$ cat config.mk
export PLATFORM = sky130hd
export DESIGN_NAME = btn_event_ctrl
export DESIGN_NICKNAME = d
export VERILOG_FILES = /design/src/rtl/btn_event_pkg.sv /design/src/rtl/btn_event_fsm.sv /design/src/rtl/btn_event_ctrl.sv
export SDC_FILE = /design/constraint.sdc
export NUM_CORES = 1
export LEC_CHECK = 0
export ABC_CLOCK_PERIOD_IN_PS = 3800
export BUFFER_PORTS_ARGS = -buffer_cell sky130_fd_sc_hd__buf_4
export CAP_MARGIN = 20
export CORE_ASPECT_RATIO = 1.2
export CORE_MARGIN = 5
export CORE_UTILIZATION = 60
export CTS_BUF_LIST = sky130_fd_sc_hd__clkbuf_2
export CTS_CLUSTER_SIZE = 24
export DETAILED_ROUTE_END_ITERATION = 7
export PLACE_DENSITY = 0.8
export RECOVER_POWER = 50
export SYNTH_ARGS = -nofsm -noshare
export SYNTH_HDL_FRONTEND = slang
export SYNTH_SLANG_ARGS = --single-unit
export TNS_END_PERCENT = 1
$ cat constraint.sdc
create_clock -name clk27 -period 3.8 [get_ports clk27]
set_input_delay 0.76 -clock clk27 [delete_from_list [all_inputs] [get_ports clk27]]
set_output_delay 0.76 -clock clk27 [all_outputs]
set_load 0.05 [all_outputs]
$ cat src/rtl/btn_event_pkg.sv
// Shared types and helpers for the push-button event controller.
// Holds the per-button state encoding, event type codes and width helpers.
// Pure declarations: no latency, no backpressure.
package btn_event_pkg;

    typedef enum logic [1:0] {
        IDLE      = 2'd0,
        DEB_PRESS = 2'd1,
        PRESSED   = 2'd2,
        DEB_REL   = 2'd3
    } btn_state_t;

    localparam logic [1:0] EVT_PRESS   = 2'd0;
    localparam logic [1:0] EVT_RELEASE = 2'd1;
    localparam logic [1:0] EVT_LONG    = 2'd2;
    localparam logic [1:0] EVT_REPEAT  = 2'd3;

    // Clock cycles per 1 ms tick.
    function automatic int tick_div(input int clk_freq);
        return clk_freq / 1000;
    endfunction

    // Bits needed to hold values 0..max_val (at least one bit).
    function automatic int cnt_w(input int max_val);
        return (max_val < 1) ? 1 : $clog2(max_val + 1);
    endfunction

endpackage

$ cat src/rtl/btn_event_fsm.sv
// One button: debounce FSM, hold counter, long-press and optional auto-repeat.
// Latency: state and event pulses are registered, visible the cycle after the deciding tick.
// Backpressure: none; pulses are single-cycle and must be consumed when asserted.
// Ports: clk27/reset_n (sync, active-low), tick (1 ms strobe), pin_pressed (1 = pressed),
//        level (debounced state), press_ev/rel_ev/long_ev/rpt_ev (1-cycle event pulses).
// Optional feature: BTN_REPEAT_EN builds the auto-repeat counter; otherwise rpt_ev is tied 0.
module btn_event_fsm
    import btn_event_pkg::*;
#(
    parameter int DEBOUNCE_MS     = 10,
    parameter int LONGPRESS_MS    = 1000,
    parameter int REPEAT_DELAY_MS = 500,
    parameter int REPEAT_MS       = 100
) (
    input  logic clk27,
    input  logic reset_n,
    input  logic tick,
    input  logic pin_pressed,
    output logic level,
    output logic press_ev,
    output logic rel_ev,
    output logic long_ev,
    output logic rpt_ev
);

    localparam int DEB_W  = cnt_w(DEBOUNCE_MS);
    localparam int HOLD_W = cnt_w(LONGPRESS_MS);
    localparam logic [DEB_W-1:0]  DEB_MAX  = DEB_W'(DEBOUNCE_MS);
    localparam logic [HOLD_W-1:0] HOLD_MAX = HOLD_W'(LONGPRESS_MS);

    btn_state_t        state;
    logic [DEB_W-1:0]  stab;
    logic [DEB_W-1:0]  stab_inc;
    logic [HOLD_W-1:0] hold;
    logic [HOLD_W-1:0] hold_inc;
    logic              deb_done;

    // A new debounce run starts at 1 from a settled state and extends inside DEB_*.
    // With DEBOUNCE_MS == 1 the first sample already completes the run.
    assign stab_inc = (state == IDLE || state == PRESSED) ? DEB_W'(1) : stab + DEB_W'(1);
    assign deb_done = (stab_inc == DEB_MAX);
    assign hold_inc = hold + HOLD_W'(1);

`ifdef BTN_REPEAT_EN
    // Counts held ticks; on reaching the delay it fires and rewinds by REPEAT_MS so the
    // next pulse lands REPEAT_MS later. Needs 1 <= REPEAT_MS <= REPEAT_DELAY_MS.
    localparam int RPT_W = cnt_w(REPEAT_DELAY_MS);
    logic [RPT_W-1:0] rpt_cnt;
    logic [RPT_W-1:0] rpt_inc;
    assign rpt_inc = rpt_cnt + RPT_W'(1);
`else
    logic unused_rpt_cfg;
    assign unused_rpt_cfg = ^{REPEAT_DELAY_MS, REPEAT_MS};
    assign rpt_ev = 1'b0;
`endif

    always_ff @(posedge clk27) begin
        if (!reset_n) begin
            state    <= IDLE;
            stab     <= '0;
            hold     <= '0;
            level    <= 1'b0;
            press_ev <= 1'b0;
            rel_ev   <= 1'b0;
            long_ev  <= 1'b0;
`ifdef BTN_REPEAT_EN
            rpt_cnt  <= '0;
            rpt_ev   <= 1'b0;
`endif
        end else begin
            press_ev <= 1'b0;
            rel_ev   <= 1'b0;
            long_ev  <= 1'b0;
`ifdef BTN_REPEAT_EN
            rpt_ev   <= 1'b0;
`endif
            if (tick) begin
                case (state)
                    IDLE, DEB_PRESS: begin
                        if (!pin_pressed) begin
                            state <= IDLE;
                            stab  <= '0;
                        end else if (deb_done) begin
                            state    <= PRESSED;
                            stab     <= '0;
                            hold     <= '0;
                            level    <= 1'b1;
                            press_ev <= 1'b1;
`ifdef BTN_REPEAT_EN
                            rpt_cnt  <= '0;
`endif
                        end else begin
                            state <= DEB_PRESS;
                            stab  <= stab_inc;
                        end
                    end
                    default: begin  // PRESSED, DEB_REL
                        if (!pin_pressed) begin
                            if (deb_done) begin
                                state  <= IDLE;
                                stab   <= '0;
                                level  <= 1'b0;
                                rel_ev <= 1'b1;
                            end else begin
                                state <= DEB_REL;
                                stab  <= stab_inc;
                            end
                        end else if (state == DEB_REL) begin
                            // Release glitch: resume holding without counting this tick.
                            state <= PRESSED;
                            stab  <= '0;
                        end else begin
                            if (hold != HOLD_MAX) begin
                                hold    <= hold_inc;
                                long_ev <= (hold_inc == HOLD_MAX);
                            end
`ifdef BTN_REPEAT_EN
                            if (rpt_inc == RPT_W'(REPEAT_DELAY_MS)) begin
                                rpt_ev  <= 1'b1;
                                rpt_cnt <= RPT_W'(REPEAT_DELAY_MS - REPEAT_MS);
                            end else begin
                                rpt_cnt <= rpt_inc;
                            end
`endif
                        end
                    end
                endcase
            end
        end
    end

endmodule

$ cat src/rtl/btn_event_ctrl.sv
// Debounced push-button event controller feeding the Nios status word.
// Latency: pulses one cycle after the deciding 1 ms tick; event_code/event_cnt one cycle after the pulses.
// Backpressure: none; code and counter are latched for polling.
// Ports: clk27, reset_n (sync, active-low), btn_i (active-low pins), btn_state_o, press_o,
//        release_o, long_o, repeat_o, event_code_o ({type, index}), event_cnt_o (wrapping).
// Optional feature: define BTN_REPEAT_EN to build auto-repeat; otherwise repeat_o is 0.
module btn_event_ctrl
    import btn_event_pkg::*;
#(
    parameter int NUM_BTN         = 2,
    parameter int CLK_FREQ        = 27000000,
    parameter int DEBOUNCE_MS     = 10,
    parameter int LONGPRESS_MS    = 1000,
    parameter int REPEAT_DELAY_MS = 500,
    parameter int REPEAT_MS       = 100
) (
    input  logic               clk27,
    input  logic               reset_n,
    input  logic [NUM_BTN-1:0] btn_i,
    output logic [NUM_BTN-1:0] btn_state_o,
    output logic [NUM_BTN-1:0] press_o,
    output logic [NUM_BTN-1:0] release_o,
    output logic [NUM_BTN-1:0] long_o,
    output logic [NUM_BTN-1:0] repeat_o,
    output logic [7:0]         event_code_o,
    output logic [7:0]         event_cnt_o
);

    localparam int DIV   = tick_div(CLK_FREQ);
    localparam int PRE_W = cnt_w(DIV);
    localparam logic [PRE_W-1:0] PRE_TC = PRE_W'(DIV - 1);

    logic [PRE_W-1:0] presc;
    logic             tick;
    logic             any_evt;
    logic [7:0]       code_nxt;

    assign tick = (presc == PRE_TC);

    always_ff @(posedge clk27) begin
        if (!reset_n) begin
            presc <= '0;
        end else begin
            presc <= tick ? '0 : presc + PRE_W'(1);
        end
    end

    for (genvar i = 0; i < NUM_BTN; i++) begin : g_btn
        btn_event_fsm #(
            .DEBOUNCE_MS    (DEBOUNCE_MS),
            .LONGPRESS_MS   (LONGPRESS_MS),
            .REPEAT_DELAY_MS(REPEAT_DELAY_MS),
            .REPEAT_MS      (REPEAT_MS)
        ) u_fsm (
            .clk27      (clk27),
            .reset_n    (reset_n),
            .tick       (tick),
            .pin_pressed(~btn_i[i]),
            .level      (btn_state_o[i]),
            .press_ev   (press_o[i]),
            .rel_ev     (release_o[i]),
            .long_ev    (long_o[i]),
            .rpt_ev     (repeat_o[i])
        );
    end

    // Walk from the top index down so the lowest-index button with an event wins.
    always_comb begin
        any_evt  = |{press_o, release_o, long_o, repeat_o};
        code_nxt = event_code_o;
        for (int i = NUM_BTN - 1; i >= 0; i--) begin
            if (long_o[i])         code_nxt = {EVT_LONG,    6'(i)};
            else if (repeat_o[i])  code_nxt = {EVT_REPEAT,  6'(i)};
            else if (release_o[i]) code_nxt = {EVT_RELEASE, 6'(i)};
            else if (press_o[i])   code_nxt = {EVT_PRESS,   6'(i)};
        end
    end

    always_ff @(posedge clk27) begin
        if (!reset_n) begin
            event_code_o <= '0;
            event_cnt_o  <= '0;
        end else if (any_evt) begin
            event_code_o <= code_nxt;
            event_cnt_o  <= event_cnt_o + 8'd1;
        end
    end

endmodule

# [Yosys cells after proc, flatten, opt, wreduce, memory -nomap -nowiden]
# Cells that the tools add are included.
[totals] ram_bits=0 latchBits=0 romBits=0 n_memories=0 reg_bits=71
[op_classes] div_mod_pow=0 shift=0 n_eq_ne=19 n_mul=0 muxes=54 bitwise=8 addsub=6 n_lt_le_gt_ge=0 n_reduce_logical=32
[op_table] op="$mux W10" n=12
[op_table] op="$mux W4" n=12
[op_table] op="$mux W8" n=6
[op_table] op="$mux W2" n=12
[op_table] op="$add A10 B1 Y10 const B" n=2
[op_table] op="$eq A10 B10 Y1 const B" n=2
[op_table] op="$ne A10 B10 Y1 const B" n=2
[op_table] op="$reduce_and A5 Y1" n=4
[op_table] op="$reduce_bool A2 Y1" n=8
[op_table] op="$add A15 B1 Y15 const B" n=1
[op_table] op="$eq A15 B15 Y1 const B" n=1
[op_table] op="$reduce_or A7 Y1" n=2
[op_table] op="$mux W1" n=12
[op_table] op="$reduce_or A5 Y1" n=2
[op_table] op="$add A4 B1 Y4 const B" n=2
[op_table] op="$add A8 B1 Y8 const B" n=1
[op_table] op="$eq A2 B2 Y1 const B" n=4
[op_table] op="$eq A4 B4 Y1 const B" n=2
[op_table] op="$ne A2 B2 Y1 const B" n=4
[op_table] op="$not A1 Y1" n=8
[op_table] op="$reduce_or A4 Y1" n=2
[op_table] op="$reduce_and A2 Y1" n=3
[op_table] op="$reduce_bool A3 Y1" n=2
[op_table] op="$reduce_bool A6 Y1" n=1
[op_table] op="6 further kinds" n=12

# [Logic depth before layout (Yosys ltp)]
# Gate-level depths: netlist of the first run.
[logic_depth] word_depth=7 depth_mapped=8 depth_no_buf=7

# [Cells and area by module]
# A second synthesis of the first run with hierarchy kept.
[unflattened] cells_unflattened=425 area_unflattened_um2=3668.5
[by_module_without_submodules] module="btn_event_ctrl" seq_area_each_um2=520.5 area_per_inst_um2=1263.7 cells_each=140 n_inst=1
[by_module_without_submodules] module="btn_event_fsm (g_btn[1].u_fsm)" seq_area_each_um2=400.4 area_per_inst_um2=1213.7 cells_each=146 n_inst=1
[by_module_without_submodules] module="btn_event_fsm (g_btn[0].u_fsm)" seq_area_each_um2=400.4 area_per_inst_um2=1191.1 cells_each=139 n_inst=1

# [Worst setup path after synthesis of the first run]
# No wires, ideal clock.
[synth_timing] path_type="input-to-reg" from="input btn_i[0]" to="register g_btn[0].u_fsm.hold[0]" arrival_ns=2.067 setup_time_ns=0.114 t_required_ns=3.686 setup_slack_ns=1.619 stages=6 cell_sequence="clkbuf_1 > or3b_2 > a31oi_2 > a31o_2 > a21oi_2 > a21o_1"
[synth_between] elab_chain_len=2
[synth_rtl] element="start: declaration" line="btn_event_ctrl.sv:19" source="input logic [NUM_BTN-1:0] btn_i,"
[synth_rtl] element="$not A1 Y1 (no source line)"
[synth_rtl] element="$reduce_and A5 Y1 (no source line)"
[synth_rtl] element="end signal: assignment" line="btn_event_fsm.sv:114" source="hold <= hold_inc;"
[synth_rtl] element="end: declaration" line="btn_event_fsm.sv:34" source="logic [HOLD_W-1:0] hold;"
# Every way passes these cells.
# A chain may end at the register's enable or synchronous reset.

==> results of run 1 <==
placed cells by master (no fill, tap or decap), types with 4 or more instances in the layout:
cell,count
dfxtp_1,66
nor2_1,49
nand2_1,38
nand3_1,23
a21oi_1,21
clkbuf_1,21
xor2_1,17
inv_1,15
xnor2_1,12
nand4_1,11
o21ai_0,11
clkbuf_2,11
nor3_1,9
ha_1,8
and3_1,7
o31ai_1,7
a21o_1,7
conb_1,7
o2bb2ai_1,5
nor4_1,5
nand2b_1,5
o21ai_1,5
nand3b_1,4
nand3_2,4
worst reg2reg max path: cells and delay by family, from the launching register on:
family                   cells  cell delay, ns
flip-flops                   1            0.40
adder cells (fa/ha/maj)      1            0.25
AO/OA/AOI/OAI                1            0.36
AND/OR/NAND/NOR              4            1.31
power groups by stage:
stage          Combinational, mW  Clock [mW]  Sequential (mW)
2_1_floorplan             0.0606           0            0.717
3_3_place_gp              0.0633           0            0.718
3_5_place_dp              0.0645           0            0.718
4_1_cts                   0.0646       0.549            0.704
5_1_grt                   0.0659       0.580            0.706
6_report                  0.0614       0.538            0.704
sequential cells by signal, summed over array words and instances, names as in the netlist:
| register | cells |
|---|---|
| g_btn.u_fsm.stab | 8 |
| g_btn.u_fsm.level | 2 |
| event_cnt_o | 8 |
| g_btn.u_fsm.press_ev | 2 |
| presc | 15 |
| event_code_o | 3 |
| g_btn.u_fsm.rel_ev | 2 |
| g_btn.u_fsm.hold | 20 |
| g_btn.u_fsm.state | 4 |
| g_btn.u_fsm.long_ev | 2 |
through the flow:
step | power (mW) | setup slack, ns | hold slack [ns] | area [µm²]
4_1_cts | 1.318 | 1.435 | 0.4648 | 3851
3_5_place_dp | 0.7828 | 1.488 | 0.4425 | 3694
2_1_floorplan | 0.7771 | 1.619 | 0.4297 | 3602
5_1_grt | 1.352 | 1.115 | 0.4617 | 3772
6_report | 1.304 | 1.216 | 0.4699 | 3772
3_3_place_gp | 0.7817 | 1.524 | 0.4331 | 3694
metal layers:
layer,up-vias,track usage
met4,0,0.1042
met2,63,0.3377
met1,1438,0.2636
met5,-,0
met3,13,0.03531
li1,1524,-
how the worst max path moves through the flow:
stage	from	end	cells after the start	slack (ns)
2_1_floorplan	btn_i[0]	g_btn[0].u_fsm.hold[0]$_SDFFE_PN0P_	6	1.62
3_3_place_gp	btn_i[0]	g_btn[0].u_fsm.hold[9]$_SDFFE_PN0P_	6	1.52
3_5_place_dp	btn_i[0]	g_btn[0].u_fsm.hold[9]$_SDFFE_PN0P_	6	1.49
4_1_cts	presc[0]$_SDFF_PP0_	g_btn[1].u_fsm.hold[3]$_SDFFE_PN0P_	6	1.43
5_1_grt	reset_n	g_btn[0].u_fsm.hold[5]$_SDFFE_PN0P_	5	1.11
6_report	reset_n	g_btn[0].u_fsm.hold[1]$_SDFFE_PN0P_	5	1.22
layout make-up:
class | count | area share
Timing Repair Buffer | 23 | 0.02488
Clock inverter | 5 | 0.02720
Clock buffer | 11 | 0.01459
Inverter | 16 | 0.01592
Sequential cell | 66 | 0.3502
Multi-Input combinational cell | 320 | 0.5406
Tap cell | 80 | 0.02653
logic make-up (layout without fill, tap and decap cells):
kind of cell,count (synthesis),count (layout),synth area share
AOI/OAI and AO/OA,84,84,0.1688
buffers and inverters,47,55,0.06746
adders and majority gates,8,8,0.02796
muxes,2,2,0.005593
DFF,66,66,0.3691
xor gates and xnor gates,29,29,0.07095
and+or+nand+nor,190,190,0.2891
other,1,7,0.001048
==> metrics.txt, run 1 <==
critical path's largest stage delay=approximately 0.63 ns; Peak VDD IR=between 0.2 and 0.3 mV; worst r2r dst=g_btn[1].u_fsm.hold[3]$_SDFFE_PN0P_; Root Buffer Master=clkbuf_2; switch share=0.2342; routed wl met2=3613 µm; clock latency at the later pin of the worst-skew pair=0.50 ns; initial antenna violation count=0; Die X=80.51 µm; Port Buffers=22; Final Util=0.6569; footprint of the multi-input gates=roughly 2000 µm²; min Tclk post-route=2.584 ns; critical path class=input pin to register; Area contributors post-synth=dfxtp_1 (37%), nor2_1 (5.1%), xor2_1 (4.2%); Initial Util=0.6233; synthesized instance count=427; fill cell count=537; r2r worst-path depth=6; DRC errors left=0; Hold WC Path Type=register to register; final WL=roughly 7400 µm; Critical Path End Type=register; status=completed; FF+latch count, synth=66; I/O Pins=30; vias in the first global route=2803; Synth Cell Area=~3600 µm²; Req. time, crit path=4.23 ns; post_cts resized=0; clock skew=0.01641 ns; register-to-register setup slack=roughly 1.4 ns; Slew HR=0.4198; Die ar.=7617 µm²; top cell type's share of synthesized area=0.3691; WP buf/inv=3; Synth Area per Inst=8.383 µm²; Logic pwr share=0.047; Flop pwr share=0.540; reg2reg start=presc[0]$_SDFF_PP0_; GRT overflow=0; Post-CTS Hold Buffers=0; DR iter-0 viols=236; most common cell in the netlist=dfxtp_1; Via Count=3038; most common library cells after synthesis=dfxtp_1 (66), nor2_1 (49), nand2_1 (38), nand3_1 (23), a21oi_1 (21); Slowest-stage cell, CP=clkbuf_1; non-filler instance count after layout=521; Most Frequent Cell on Critical Path=clkbuf_1; worst hold stages=2; hold path endpoint=event_code_o[0]$_SDFFE_PN0P_; HPWL Detailed=5233 µm; met1 WL=3328 µm; Seq. cell area=about 1300 µm²; global-route wire length before repair=12680 µm; wire per inst=14.14 µm; CTS Buffer Depth=2; number of CTS-inserted buffers=9; Post-synth ARST share=0; cell taking the most area after synthesis=dfxtp_1; Post-synth EDFFs=0; internal power=0.9983 mW; Worst path top cell family by delay=buffers and inverters; diode count=0; Setup TNS=0 ns; antenna violation net count after detailed routing=0; Peak Freq=387.1 MHz; clock group share of total power=0.413; die height=94.61 µm; RSZ-0062 raised after global routing=false; Leak Pwr=approximately 1.4 nW; final setup vio count=0; max cap viols=0; Syn. warnings=0; nets=~450; metal3 WL=294 µm; sequential area share after synthesis=0.3691; Final Hold Violating Endpoints=0; Synth cell types=67; Setup crit start kind=input pin; Worst-Margin Slew=slightly below 0.9 ns; clk sinks=66; Top FF cell, synth=dfxtp_1; CTS tree=done; postcts setup bufs=0; period utilisation layout=0.6799; Slew Viols, Final=0; DP Cell Count=505; total track usage=0.2076; global placer's final weighted congestion=0.8118; Row Count=30; pwr/cell area=roughly 350 nW/µm²; Reg clk slew, reported paths=0.17 ns; Vias/cell=between 5 and 6; layout cells sized above 1=0.09751; largest net degree at the start of global routing=18; synthesis-to-finish area growth=5.383%; CP cell instances=clkbuf_1, clkinv_1, clkbuf_1, a21oi_2, o2bb2ai_1; arrival time at the worst endpoint=roughly 3 ns; TritonRoute pass-1 iters=4; Worst Path Max Fanout=17; H-Tree Level Count=3; P_sw=about 0.31 mW; top sig layer=met4; Hold Crit Start=event_code_o[0]$_SDFFE_PN0P_; Core Box Area=5743 µm²
Note: power is estimated with default switching activity, not from simulation.
==> run 2: changes to the inputs <==
- ABC_CLOCK_PERIOD_IN_PS: 3800 -> 2300
- CORE_UTILIZATION: 60 -> 56
- PLACE_DENSITY: 0.8 -> 0.78
- clock period: 3.8 -> 2.3 ns (I/O delays scaled with it)
==> metrics.txt, run 2 (synthesized netlist as in run 1, its figures left out) <==
initial antenna violation count=0; pwr/cell area=484.6 nW/µm²; nets=453; internal power=1.330 mW; worst r2r dst=g_btn[1].u_fsm.hold[6]$_SDFFE_PN0P_; Via Count=3043; CTS Buffer Depth=2; crit path capture=g_btn[1].u_fsm.hold[6]$_SDFFE_PN0P_; total track usage=0.1829; period utilisation layout=0.9189; die height=97.58 µm; number of CTS-inserted buffers=9; Die ar.=8098 µm²; Die X=82.99 µm; Slew HR=0.4413; Req. time, crit path=2.68 ns; final WL=7392 µm; Initial Util=0.5659; crit path from=presc[0]$_SDFF_PP0_; Logic pwr share=0.057; Peak Freq=473.1 MHz; H-Tree Level Count=3; Vias/cell=5.731; r2r worst-path depth=6; switch share=0.2650; status=completed; register-to-register setup slack=0.19 ns; global placer's final weighted congestion=approximately 0.85; Leak Pwr=1.341 nW; HPWL Detailed=between 5000 and 6000 µm; Reg clk slew, reported paths=0.18 ns; Setup crit start kind=register; vias in the first global route=~2.7k; P_sw=about 0.48 mW; GRT overflow=0; Root Buffer Master=clkbuf_2; Critical Path End Type=register; Worst-Margin Slew=between 0.8 and 0.9 ns; largest net degree at the start of global routing=19; I/O Pins=30; antenna violation net count after detailed routing=0; synthesis-to-finish area growth=4.299%; TritonRoute pass-1 iters=4; Power, Total=1.809 mW; leading cell types in the layout, fill and taps excluded=dfxtp_1 (66), nor2_1 (49), nand2_1 (38); Worst Path Max Fanout=7; wire per inst=13.92 µm; Flop pwr share=0.642; largest reg by FF count=g_btn.u_fsm.hold; clock group share of total power=0.301; layout cells sized above 1=0.1031; DRC errors left=0; Port Buffers=22; critical path class=register to register; Peak VDD IR=0.2439 mV; reg2reg start=presc[0]$_SDFF_PP0_; biggest regs=g_btn.u_fsm.hold: 20 flops, presc: 15 flops; final setup vio count=0; min Tclk post-route=between 2 and 2.5 ns; max cap viols=0; diode count=0; CTS tree=done; Setup TNS=0 ns; clock skew=0.01969 ns; Hold WC Path Type=input pin to register; postcts setup bufs=0; clk sinks=66; DR iter-0 viols=223; commonest non-fill, non-tap cell in the layout=dfxtp_1; RSZ-0062 raised after global routing=false; arrival time at the worst endpoint=2.49 ns; Final Hold Violating Endpoints=0; clock latency at the later pin of the worst-skew pair=approximately 0.48 ns; Core Box Area=about 6300 µm²; max FFs per register=20; Row Count=32; Post-CTS Hold Buffers=0; post_cts resized=0; worst hold stages=2; Slew Viols, Final=0; global-route wire length before repair=12430 µm
## run 2: changes by cell type in the layout (fill, tap and decap cells not counted), sizes merged
cell / change
bufinv: -3
buf: +3
clkbuf: +4
clkinv: +1
## run 2: how the worst min path moves through the flow
stage                     slack [ns]                          from                                   end
after floorplan                 0.43           presc[0]$_SDFF_PP0_                   presc[0]$_SDFF_PP0_
after global placement          0.43  event_code_o[0]$_SDFFE_PN0P_          event_code_o[0]$_SDFFE_PN0P_
after detailed placement        0.44  event_code_o[0]$_SDFFE_PN0P_          event_code_o[0]$_SDFFE_PN0P_
after CTS                       0.17                      btn_i[0]  g_btn[0].u_fsm.state[1]$_SDFFE_PN0P_
after global routing            0.18                      btn_i[0]  g_btn[0].u_fsm.state[1]$_SDFFE_PN0P_
final                           0.22                      btn_i[0]  g_btn[0].u_fsm.state[1]$_SDFFE_PN0P_
## run 2: routing by layer
| metal | vias to the layer above | track usage | wire length [µm] |
|---|---|---|---|
| met5 | - | 0 | 0 |
| met4 | 0 | 0.06918 | 79 |
| met3 | 8 | 0.04580 | 332 |
| met2 | 74 | 0.3031 | 3528 |
| met1 | 1424 | 0.2278 | 3451 |
| li1 | 1537 | - | - |
## run 2: critical path: stages, from the launching register on
cell,delay (ns)
dfxtp_1,0.39
ha_1,0.27
and3_1,0.20
and4_1,0.42
and2_1,0.28
nand3_1,0.20
o31ai_1,0.27
## run 2: metrics by stage
stage	cells	cell area [µm²]	setup WS, ns	hold WS (ns)	util
2_1_floorplan	433	3602	0.4188	0.4297	-
3_3_place_gp	515	3737	0.2808	0.4331	0.5908
3_5_place_dp	515	3737	0.2429	0.4416	0.5908
4_1_cts	531	3819	0.1810	0.1664	0.6036
5_1_grt	531	3734	0.02744	0.1802	0.5902
6_report	531	3734	0.1864	0.2184	0.5902
## run 2: layout make-up
type,count,area [µm²]
flip-flops and latches,66,1321
clock buffers,13,65.06
repair buffers,28,125.1
clock inverters,3,16.27
multi-input cells,320,2039
fillers,597,2592
well taps,85,106.4
inverters,16,60.06
## run 2: power groups by stage
stage | clock [mW] | combinational [mW] | sequential (mW)
6_report | 0.545 | 0.102 | 1.16
5_1_grt | 0.617 | 0.110 | 1.16
4_1_cts | 0.568 | 0.108 | 1.16
3_5_place_dp | 0 | 0.107 | 1.19
3_3_place_gp | 0 | 0.107 | 1.19
2_1_floorplan | 0 | 0.100 | 1.18
==> run 3: changes to the inputs <==
- ABC_CLOCK_PERIOD_IN_PS: 2300 -> 1800
- clock period: 2.3 -> 1.8 ns (I/O delays scaled with it)
==> metrics.txt, run 3 (synthesized netlist as in run 1, its figures left out) <==
status=finished with violations; failing checks=negative setup slack; CP cell instances=nand4_1, or3_4, a41oi_4, o21ai_1, o41ai_1; placed cell area=4118 µm²; Slowest-stage cell, CP=dfxtp_1; switch share=0.2583; Slew Viols, Final=0; Flop pwr share=0.557; Hold WC Path Type=input pin to register; Peak Freq=537.6 MHz; clock latency at the later pin of the worst-skew pair=0.50 ns; Layout Cell Area excl Fill=4395 µm²; Post-CTS Hold Buffers=0; WP buf/inv=0; Worst path top cell family by delay=simple AND/OR/NAND/NOR gates; layout cells sized above 1=0.2984; min Tclk post-route=approximately 1.9 ns; P_sw=0.6895 mW; die height=97.58 µm; post-place setup slack=-0.06902 ns; clock group share of total power=0.383; Worst-Margin Slew=approximately 0.55 ns; Critical Path End Type=register; GRT overflow=0; diode count=0; vias in the first global route=3079; largest net degree at the start of global routing=18; HPWL Detailed=6066 µm; Final Hold Violating Endpoints=0; antenna violation net count after detailed routing=0; Via Count=3325; Power, Total=around 2.7 mW; total track usage=0.2005; leading cell types in the layout, fill and taps excluded=buf_4 (75), dfxtp_1 (55), nor2_1 (48); Core Box Area=~6300 µm²; internal power=1.980 mW; Reg clk slew, reported paths=0.20 ns; non-filler instance count after layout=581; RSZ-0062 raised after global routing=true; CTS Buffer Depth=2; Worst Path Max Fanout=6; Final Util=0.6948; DP Cell Count=564; nets=503; register-to-register setup slack=-0.06 ns; Initial Util=0.5659; arrival time at the worst endpoint=~2.3 ns; Port Buffers=22; global-route wire length before repair=13690 µm; synthesis-to-finish area growth=22.79%; max cap viols=0; largest reg by FF count=g_btn.u_fsm.hold; pwr/cell area=607.4 nW/µm²; Leak Pwr=1.717 nW; fill cell count=525; commonest non-fill, non-tap cell in the layout=buf_4; TritonRoute pass-1 iters=4; initial antenna violation count=0; clk sinks=66; critical path's largest stage delay=0.53 ns; CTS tree=done; worst hold slack=0.1315 ns; period utilisation layout=1.033; critical path class=register to register; DRC errors left=0; worst setup margin=-0.06013 ns; number of CTS-inserted buffers=9; global placer's final weighted congestion=approximately 0.9; biggest regs=g_btn.u_fsm.hold: 20 flops, presc: 15 flops; Row Count=32; wire per inst=around 15 µm; Peak VDD IR=0.4151 mV; final WL=8427 µm; final setup vio count=1; Vias/cell=5.723; Die X=82.99 µm; I/O Pins=30; DR iter-0 viols=151; Setup crit start kind=register; H-Tree Level Count=3; max FFs per register=20; Die ar.=8098 µm²; clock skew=about 0.023 ns; Root Buffer Master=clkbuf_2; Logic pwr share=0.060; Req. time, crit path=2.19 ns; Setup TNS=-0.06013 ns; Slew HR=0.6331
-- run 3: timing repair --
| item | CTS | global route |
|---|---|---|
| pin swaps | 4 | 7 |
| setup endpoints to repair | 10 | 22 |
| setup buffers | 0 | 1 |
| gates resized for setup | 16 | 23 |
-- run 3: cell type report --
cell class,count,area (µm²),area share
Tap cell,85,106.4,0.02420
Multi-Input combinational cell,320,2165,0.4925
Sequential cell,66,1335,0.3037
Inverter,16,60.06,0.01366
Timing Repair Buffer,78,591.8,0.1346
Clock inverter,7,92.59,0.02106
Clock buffer,9,45.04,0.01025
-- run 3: worst reg2reg max path, delay by kind of cell, from the launching register on --
| kind | cells | cell delay [ns] |
|---|---|---|
| AND/OR/NAND/NOR | 2 | 0.64 |
| flip-flops | 1 | 0.53 |
| AO/OA/AOI/OAI | 3 | 0.57 |
-- run 3: final timing paths --
path / from / endpoint / cells after the start
worst max-delay path: g_btn[1].u_fsm.hold[5]$_SDFFE_PN0P_ / g_btn[1].u_fsm.hold[9]$_SDFFE_PN0P_ / 5
worst min-delay path: btn_i[1] / g_btn[1].u_fsm.press_ev$_SDFF_PP0_ / 2
worst max register to register: g_btn[1].u_fsm.hold[5]$_SDFFE_PN0P_ / g_btn[1].u_fsm.hold[9]$_SDFFE_PN0P_ / 5
worst min register to register: event_code_o[0]$_SDFFE_PN0P_ / event_code_o[0]$_SDFFE_PN0P_ / 2
-- run 3: power groups by stage --
stage	clock (mW)	sequential [mW]	combinational, mW
floorplan	0	1.51	0.128
global placement	0	1.51	0.155
detailed placement	0	1.51	0.157
CTS	1.04	1.48	0.159
global route	1.12	1.49	0.173
finish	1.02	1.49	0.161
-- run 3: routing by layer --
| metal | part of all wire | global-route usage |
|---|---|---|
| met1 | 0.42 | 0.2373 |
| met2 | 0.51 | 0.3358 |
| met3 | 0.046 | 0.05683 |
| met4 | 0.023 | 0.08805 |
| met5 | 0 | 0 |
